`src/rtl/pkg_dtypes.sv`:
```
// Shared datatypes for the instruction queue and its dispatch channels.
package pkg_dtypes;

  localparam int NUM_EXEC_TYPES = 4;

  typedef enum logic [1:0] {
    EXEC_UNIT = 2'd0,
    MUL_DIV   = 2'd1,
    LDR_STR   = 2'd2,
    BRANCH    = 2'd3
  } enum_instr_execution_type;

  typedef struct packed {
    enum_instr_execution_type exec_type;
    logic [5:0]               func;
  } type_opcode;

  typedef struct packed {
    type_opcode  opcode;
    logic [4:0]  rd;
    logic [15:0] imm;
  } type_iqueue_entry;

  typedef logic [NUM_EXEC_TYPES-1:0] type_exec_type_onehot;

  typedef enum logic [1:0] {
    EMPTY,
    PARTIAL,
    FULL
  } enum_iqueue_state;

endpackage

```
`src/rtl/iqueue_ptr_ctrl.sv`:
```
// Read/write pointers, occupancy count and EMPTY/PARTIAL/FULL state for the
// instruction queue.
module iqueue_ptr_ctrl
  import pkg_dtypes::*;
#(
  parameter int LOG2_DEPTH = 3
) (
  input  logic                  clk,
  input  logic                  reset,
  input  logic                  flush_i,
  input  logic                  push_i,
  input  logic                  pop_i,
  output logic [LOG2_DEPTH-1:0] wr_ptr_o,
  output logic [LOG2_DEPTH-1:0] rd_ptr_o,
  output logic [LOG2_DEPTH:0]   count_o,
  output logic                  full_o,
  output logic                  empty_o
);

  localparam logic [LOG2_DEPTH:0] DEPTH = {1'b1, {LOG2_DEPTH{1'b0}}};

  logic [LOG2_DEPTH-1:0] wr_ptr_q, wr_ptr_d;
  logic [LOG2_DEPTH-1:0] rd_ptr_q, rd_ptr_d;
  logic [LOG2_DEPTH:0]   count_q, count_d;
  enum_iqueue_state      state_q, state_d;

  always_ff @(posedge clk or posedge reset) begin
    if (reset) begin
      wr_ptr_q <= '0;
      rd_ptr_q <= '0;
      count_q  <= '0;
      state_q  <= EMPTY;
    end else begin
      wr_ptr_q <= wr_ptr_d;
      rd_ptr_q <= rd_ptr_d;
      count_q  <= count_d;
      state_q  <= state_d;
    end
  end

  // Pointers wrap naturally at LOG2_DEPTH bits; flush overrides push and pop.
  always_comb begin
    wr_ptr_d = wr_ptr_q;
    rd_ptr_d = rd_ptr_q;
    count_d  = count_q;
    if (flush_i) begin
      wr_ptr_d = '0;
      rd_ptr_d = '0;
      count_d  = '0;
    end else begin
      if (push_i) wr_ptr_d = wr_ptr_q + 1'b1;
      if (pop_i)  rd_ptr_d = rd_ptr_q + 1'b1;
      case ({push_i, pop_i})
        2'b10:   count_d = count_q + 1'b1;
        2'b01:   count_d = count_q - 1'b1;
        default: count_d = count_q;
      endcase
    end

    if (count_d == '0)        state_d = EMPTY;
    else if (count_d == DEPTH) state_d = FULL;
    else                       state_d = PARTIAL;
  end

  assign wr_ptr_o = wr_ptr_q;
  assign rd_ptr_o = rd_ptr_q;
  assign count_o  = count_q;
  assign full_o   = (state_q == FULL);
  assign empty_o  = (state_q == EMPTY);

endmodule

```
`src/rtl/iqueue_dispatch.sv`:
```
// In-order instruction queue that presents its head to one of NUM_EXEC_TYPES
// dispatch channels. Optional same-cycle bypass when empty: IQUEUE_BYPASS_EN.
module iqueue_dispatch #(
  parameter int LOG2_DEPTH     = 3,
  parameter int NUM_EXEC_TYPES = pkg_dtypes::NUM_EXEC_TYPES
) (
  input  logic                                            clk,
  input  logic                                            reset,
  input  logic                                            flush,
  input  logic [$bits(pkg_dtypes::type_iqueue_entry)-1:0] in_entry,
  input  logic                                            in_valid,
  output logic                                            in_ready,
  output logic [$bits(pkg_dtypes::type_iqueue_entry)-1:0] out_entry,
  output logic [NUM_EXEC_TYPES-1:0]                       out_valid,
  input  logic [NUM_EXEC_TYPES-1:0]                       out_ready,
  output logic [LOG2_DEPTH:0]                             count,
  output logic                                            full,
  output logic                                            empty
);

  localparam int DEPTH = 2 ** LOG2_DEPTH;

  pkg_dtypes::type_iqueue_entry mem_q [DEPTH];
  pkg_dtypes::type_iqueue_entry in_e;
  pkg_dtypes::type_iqueue_entry head;
  logic [LOG2_DEPTH-1:0]        wr_ptr;
  logic [LOG2_DEPTH-1:0]        rd_ptr;
  logic [NUM_EXEC_TYPES-1:0]    head_oh;
  logic                         push;
  logic                         pop;
  logic                         bypass_take;

  assign in_e    = pkg_dtypes::type_iqueue_entry'(in_entry);
  assign head    = mem_q[rd_ptr];
  assign head_oh = NUM_EXEC_TYPES'(1) << head.opcode.exec_type;

`ifdef IQUEUE_BYPASS_EN
  logic                      bypass;
  logic [NUM_EXEC_TYPES-1:0] in_oh;

  // An empty queue forwards the incoming entry straight to its channel; if
  // that channel is ready the entry never touches storage.
  assign in_oh       = NUM_EXEC_TYPES'(1) << in_e.opcode.exec_type;
  assign bypass      = empty && in_valid && !flush && !reset;
  assign bypass_take = bypass && |(in_oh & out_ready);

  always_comb begin
    out_entry = head;
    out_valid = '0;
    if (bypass) begin
      out_entry = in_entry;
      out_valid = in_oh;
    end else if (!empty) begin
      out_valid = head_oh;
    end
  end
`else
  assign bypass_take = 1'b0;

  always_comb begin
    out_entry = head;
    out_valid = '0;
    if (!empty) out_valid = head_oh;
  end
`endif

  assign in_ready = !full;
  assign push     = in_valid && in_ready && !bypass_take;
  assign pop      = !empty && |(out_valid & out_ready);

  // Storage is not reset; occupancy alone decides which entries are live.
  always_ff @(posedge clk) begin
    if (push) mem_q[wr_ptr] <= in_e;
  end

  iqueue_ptr_ctrl #(
    .LOG2_DEPTH (LOG2_DEPTH)
  ) u_ptr_ctrl (
    .clk      (clk),
    .reset    (reset),
    .flush_i  (flush),
    .push_i   (push),
    .pop_i    (pop),
    .wr_ptr_o (wr_ptr),
    .rd_ptr_o (rd_ptr),
    .count_o  (count),
    .full_o   (full),
    .empty_o  (empty)
  );

endmodule

```
`config.mk`:
```
export PLATFORM = sky130hd
export DESIGN_NAME = iqueue_dispatch
export DESIGN_NICKNAME = d
export VERILOG_FILES = /design/src/rtl/pkg_dtypes.sv /design/src/rtl/iqueue_ptr_ctrl.sv /design/src/rtl/iqueue_dispatch.sv
export SDC_FILE = /design/constraint.sdc
export NUM_CORES = 1
export LEC_CHECK = 0
export ABC_CLOCK_PERIOD_IN_PS = 5300
export CAP_MARGIN = 20
export CORE_AREA = 2 2 135 137
export CTS_CLUSTER_SIZE = 16
export DETAILED_ROUTE_END_ITERATION = 7
export DIE_AREA = 0 0 137 139
export GPL_TIMING_DRIVEN = 0
export PLACE_DENSITY = 0.81
export REMOVE_ABC_BUFFERS = 1
export SYNTH_ARGS = -nofsm -noshare
export SYNTH_HDL_FRONTEND = slang
export SYNTH_SLANG_ARGS = --single-unit
```
`constraint.sdc`:
```
create_clock -name clk -period 5.3 [get_ports clk]
set_input_delay 0.795 -clock clk [delete_from_list [all_inputs] [get_ports clk]]
set_output_delay 0.795 -clock clk [all_outputs]
set_load 0.005 [all_outputs]
```
# Word level (Yosys, flattened, before mapping)
# Memory sizes are Yosys's and may differ from the RTL's.
# Cells that the tools add are included.
# classes
add_sub_neg	4
n_eq_ne	4
shift	1
n_mux	11
bitwise	1
reduce_logical	9
# ops
op	count
2-to-1 mux 3 bit	4
2-to-1 mux 4 bit	2
case mux 4 bit (2 select lines)	1
adder 3 x 1 -> 3 bit, second input constant	2
adder 4 x 1 -> 4 bit, second input constant	1
bitwise AND 4 bit	1
== test 2 bit, second input constant	2
== test 4 bit, second input constant	1
logical NOT 4 bit	1
2-to-1 mux 2 bit	2
nonzero test 2 bit	2
OR reduction 4 bit	1
left shift 1 x 2 -> 4 bit, first input constant	1
subtractor 4 x 1 -> 4 bit, second input constant	1
== test 2 x 1 -> 1 bit, second input constant	1
logical AND 1 bit	2
logical NOT 1 bit	2
logical NOT 2 bit	1
2-to-1 mux 1 bit	2
# totals
ff_bits	12
ramBits	232
in_bits	37
output_inout_bits	40
word_cells	35
memories	1
# mem_list
name	depth	word_bits	read_ports	rd_clocked_by_memory_dff	wr	line	text
mem_q	8	29	1	0	1	iqueue_dispatch.sv:23	pkg_dtypes::type_iqueue_entry mem_q [DEPTH];

# Depth between registers and ports, before layout
# An unclocked memory read counts as a cell.
# logic_depth
depth_word	12
depth_mapped	12
depth_no_buf	11

# Hierarchy
# Synthesis repeated with hierarchy kept, for this count alone.
# hier_totals
cells_unflattened	423
hier_area_um2	9466.6
# modules_own_cells
mod	instances	cells_each	area_each_um2	seq_area_each_um2
iqueue_dispatch	1	361	8826.0	6966.7
iqueue_ptr_ctrl	1	62	640.6	300.3

# Worst setup path before layout
# No wires, ideal clock.
# synth_path
path_type	input port to flip-flop
startpoint	input in_valid
endpoint	memory mem_q[0][0] (netlist bit) (enable)
setup_time_ns	0.451
t_arrival_ns	3.205
t_required_ns	4.849
setup_slack_ns	1.643
cell_stages	3
n_path_buf	0
path_cell_list	nand2_1 > or2_2 > nor3_1
# synth_between
elab_chain_cells	3
# synth_rtl
element	line	text
start, declared	iqueue_dispatch.sv:11	input logic in_valid,
logical AND 1 bit	iqueue_dispatch.sv:68	assign push = in_valid && in_ready && !bypass_take;
2-to-1 mux 1 bit	iqueue_dispatch.sv:73	if (push) mem_q[wr_ptr] <= in_e;
2-to-1 mux 1 bit (implied by the code)	iqueue_dispatch.sv:73	
end, declared	iqueue_dispatch.sv:23	
# No other way between the ends.

# Worst setup path in the final report
# layout_path
startpoint	register u_ptr_ctrl.rd_ptr_q[0] (netlist: u_ptr_ctrl.rd_ptr_o[0])
endpoint	register u_ptr_ctrl.state_q[1]
# layout_between
elab_chain_cells	12
word_cells_on_any_way	14
classes_between	eq/ne: 3; shift: 1; mux: 5; bitwise: 1; reduce/logical: 3; memory: 1
# layout_rtl
element	line	text
start, declared	iqueue_ptr_ctrl.sv:23	logic [LOG2_DEPTH-1:0] rd_ptr_q, rd_ptr_d;
start signal, assigned	iqueue_ptr_ctrl.sv:35	rd_ptr_q <= rd_ptr_d;
memory read (8 x 29 bit) *	-	
left shift 1 x 2 -> 4 bit *	iqueue_dispatch.sv:35	assign head_oh = NUM_EXEC_TYPES'(1) << head.opcode.exec_type;
2-to-1 mux 4 bit *	iqueue_dispatch.sv:63	if (!empty) out_valid = head_oh;
bitwise AND 4 bit *	iqueue_dispatch.sv:69	assign pop = !empty && |(out_valid & out_ready);
OR reduction 4 bit *	iqueue_dispatch.sv:69	
logical AND 1 bit *	iqueue_dispatch.sv:69	
== test 2 x 1 -> 1 bit / == test 2 bit (equally long branches)	iqueue_ptr_ctrl.sv:53	case ({push_i, pop_i})
case mux 4 bit (2 select lines) *	iqueue_ptr_ctrl.sv:53	
2-to-1 mux 4 bit *	iqueue_ptr_ctrl.sv:46	if (flush_i) begin
== test 4 bit	iqueue_ptr_ctrl.sv:61	else if (count_d == DEPTH) state_d = FULL;
2-to-1 mux 2 bit	iqueue_ptr_ctrl.sv:61	
2-to-1 mux 2 bit *	iqueue_ptr_ctrl.sv:60	if (count_d == '0) state_d = EMPTY;
named net u_ptr_ctrl.state_d[1]	iqueue_ptr_ctrl.sv:25	enum_iqueue_state state_q, state_d;
end signal, assigned	iqueue_ptr_ctrl.sv:37	state_q <= state_d;
end, declared	iqueue_ptr_ctrl.sv:25	
# The timed path passes the listed nets; every way through them passes the cells marked *.
# A chain may end at the register's enable or synchronous reset.

==> results.sh <==
export IMPL_yosysMostFrequentCell="edfxtp_1"
export IMPL_p_seq_share_pct=47.2
export IMPL_syn_area_um2=9440
export IMPL_fmax_mhz=229
export IMPL_syn_avg_cell_area_um2=22.6
export IMPL_routed_wirelength_um=18000
export IMPL_nets=559
export IMPL_path_max_fanout=41
export IMPL_start_util_pct=53.5
export IMPL_tns_ns=0
export IMPL_ir_worst_vdd_mv=0.388
export IMPL_grt_max_degree=42
export IMPL_hp_class="in2async"
export IMPL_wl_per_cell_um=23.7
export IMPL_dieHeight_um=139
export IMPL_cap_violations=0
export IMPL_synth_seq_cells=244
export IMPL_whs_ns=0.586
export IMPL_fp_row_count=49
export IMPL_p_leak_nw=3.67
export IMPL_die_w_um=137
export IMPL_synth_common_cells="edfxtp_1, mux4_2, mux2_2"
export IMPL_drtIter0Drc=345
export IMPL_core_area_um2=17700
export IMPL_ys_seq_area_share_pct=77.0
export IMPL_slew_viol_final=0
export IMPL_overflow=0
export IMPL_critPathLaunchType="flip-flop"
export IMPL_synth_area_leaders="edfxtp_1, mux4_2, mux2_2, dfrtp_1, nor2_1"
export IMPL_htreeDepth=1
export IMPL_wirelength_met1_um=7550
export IMPL_switchingPower_mw=1.10
export IMPL_power_share_clock_pct=33.4
export IMPL_postPlaceCellArea_um2=10700
export IMPL_reg2reg_to="u_ptr_ctrl.state_q[1]"
export IMPL_final_area_um2=11500
export IMPL_dr_wl_met3_um=884
export IMPL_clk_path_buf_depth=3
export IMPL_post_dp_hpwl_um=10900
export IMPL_tightest_slew_ns=0.947
export IMPL_synth_ff_type="edfxtp_1"
export IMPL_power_total_mw=4.83
export IMPL_dr_total_vias=4406
export IMPL_cp_data_arrival_time_ns=4.78
export IMPL_ff2ff_setup_slack_ns=0.93
export IMPL_p_per_area_nw_per_um2=421
export IMPL_min_period_ns=4.37
export IMPL_postSynthCellCount=417
export IMPL_rr_worst_depth=12
export IMPL_finalSetupViolCount=0
export IMPL_post_cts_buffers=0
export IMPL_cp_required_ns=5.71
export IMPL_fin_skew_ns=0.0187
export IMPL_cts_root_buf="clkbuf_16"
export IMPL_end_kind="flip-flop"
export IMPL_clk_latency_ns=0.51
export IMPL_grt_antenna_before_repair=0
export IMPL_cts_clk_slew_worst_paths_ns=0.06
export IMPL_layout_drive_gt1_share_pct=28.1
export IMPL_grt_total_usage_pct=19.6
export IMPL_dieArea_um2=19000
export IMPL_drc=0
export IMPL_ys_warn_count=0
export IMPL_cts_hold_buf=0
export IMPL_hold_viol=0
export IMPL_rsz0062_at_grt="false"
export IMPL_pwr_share_comb_pct=19.4
export IMPL_numCtsBuffers=24
export IMPL_cts_tree="done"
export IMPL_design_portCount=77
export IMPL_ant_nets=0
export IMPL_slew_headroom_pct=36.5
export IMPL_synth_edff_count=232
export IMPL_area_delta_synth_final_pct=21.4
export IMPL_portBuffers=76
export IMPL_cts_resized=0
export IMPL_p_sw_share_pct=22.8
export IMPL_grt_pass1_vias=4747
export IMPL_yosysTopAreaCell="edfxtp_1"
export IMPL_n_antenna_cell=0
export IMPL_clock_sinks=244
export IMPL_path_class="reg2reg"
export IMPL_via_per_inst=5.80
export IMPL_r2r_start="u_ptr_ctrl.rd_ptr_o[0]"
export IMPL_ys_types=33
export IMPL_place_congestion=0.690
export IMPL_status="finished, final reports clean"
export IMPL_met2_length_um=9250
export IMPL_fin_crit_sh_pct=82.5
export IMPL_drt_first_pass_iters=4
export IMPL_synth_top_area_share_pct=73.8
export IMPL_grt_pass1_wl_um=27400
export IMPL_p_int_mw=3.73
export IMPL_ys_async_sr_fraction_pct=4.92
export IMPL_top_layer="met4"
[routing by layer]
metal	vias up	track usage (%)
li1	1926	-
met1	2327	27.3
met2	127	32.7
met3	26	3.44
met4	0	4.45
met5	-	0
[cell type report]
type	count	area, µm²
Multi-Input combinational cell	153	2140
Sequential cell	244	7270
Tap cell	229	287
Clock buffer	29	641
Inverter	3	11.3
Clock inverter	12	106
Timing Repair Buffer	90	1000
Fill cell	1158	6190
[how the worst max path moves through the flow]
stage | startpoint | depth (start not counted) | slack [ns] | end
floorplan | u_ptr_ctrl.rd_ptr_o[0] | 11 | -0.15 | u_ptr_ctrl.state_q[1]
global placement | u_ptr_ctrl.rd_ptr_o[0] | 11 | -1.06 | u_ptr_ctrl.state_q[1]
detailed placement | u_ptr_ctrl.rd_ptr_o[0] | 12 | 0.92 | u_ptr_ctrl.state_q[1]
CTS | u_ptr_ctrl.rd_ptr_o[0] | 12 | 0.86 | u_ptr_ctrl.state_q[1]
global route | u_ptr_ctrl.rd_ptr_o[0] | 12 | 0.69 | u_ptr_ctrl.state_q[1]
finish | u_ptr_ctrl.rd_ptr_o[0] | 12 | 0.93 | u_ptr_ctrl.state_q[1]
[kinds of logic after synthesis]
family,Yosys count,share of synthesized area [%]
AOI/OAI and AO/OA,10,0.596
xor gates and xnor gates,4,0.371
adders and majority gates,6,0.875
buffers and inverters,20,0.928
DFF,244,77.0
muxes,94,18.3
and+or+nand+nor,39,2.00
[cell usage in the layout (no fill, tap or decap), types with 3 or more instances in the layout]
cell / count
clkinv_1: 5
nand3_1: 3
mux4_2: 58
dfrtp_1: 9
a21oi_1: 5
clkbuf_1: 4
xor2_1: 3
ha_1: 5
clkbuf_16: 25
clkdlybuf4s50_1: 76
buf_6: 6
clkinv_2: 4
edfxtp_1: 232
nand2_1: 4
buf_12: 6
mux2_4: 4
nor2_1: 12
nand2b_1: 5
inv_1: 3
mux2_2: 28
nor2_4: 6
[worst max-delay path: stages, from the launching register on]
cell	delay, ns
dfrtp_4	0.72
buf_16	0.34
mux2_1	0.36
mux4_2	0.53
mux4_2	0.48
and2b_4	0.20
ha_1	0.25
ha_1	0.30
a21o_1	0.18
a21oi_1	0.19
xor2_1	0.10
or3_1	0.34
a211oi_1	0.24
[per-stage QoR]
step | cells | utilization [%] | worst slack, ns
global route | 760 | 64.9 | 0.695
global placement | 705 | 59.0 | -1.06
CTS | 760 | 64.9 | 0.864
floorplan | 400 | - | -0.150
detailed placement | 719 | 60.7 | 0.921
finish | 760 | 64.9 | 0.928
[power groups by stage]
stage               registers [mW]  clock network [mW]  logic, mW
floorplan                     2.35                   0      0.512
detailed placement            2.32                   0      0.946
finish                        2.28                1.61      0.938
CTS                           2.28                1.65      0.955
global placement              2.39                   0      0.843
global route                  2.29                1.72       1.01
[sequential cells by signal, indices dropped and copies added, names as in the netlist]
register / cells
u_ptr_ctrl.rd_ptr_o: 3
u_ptr_ctrl.count_o: 4
mem_q: 232
u_ptr_ctrl.state_q: 2
u_ptr_ctrl.wr_ptr_o: 3
Note: power is estimated with default switching activity, not from simulation.
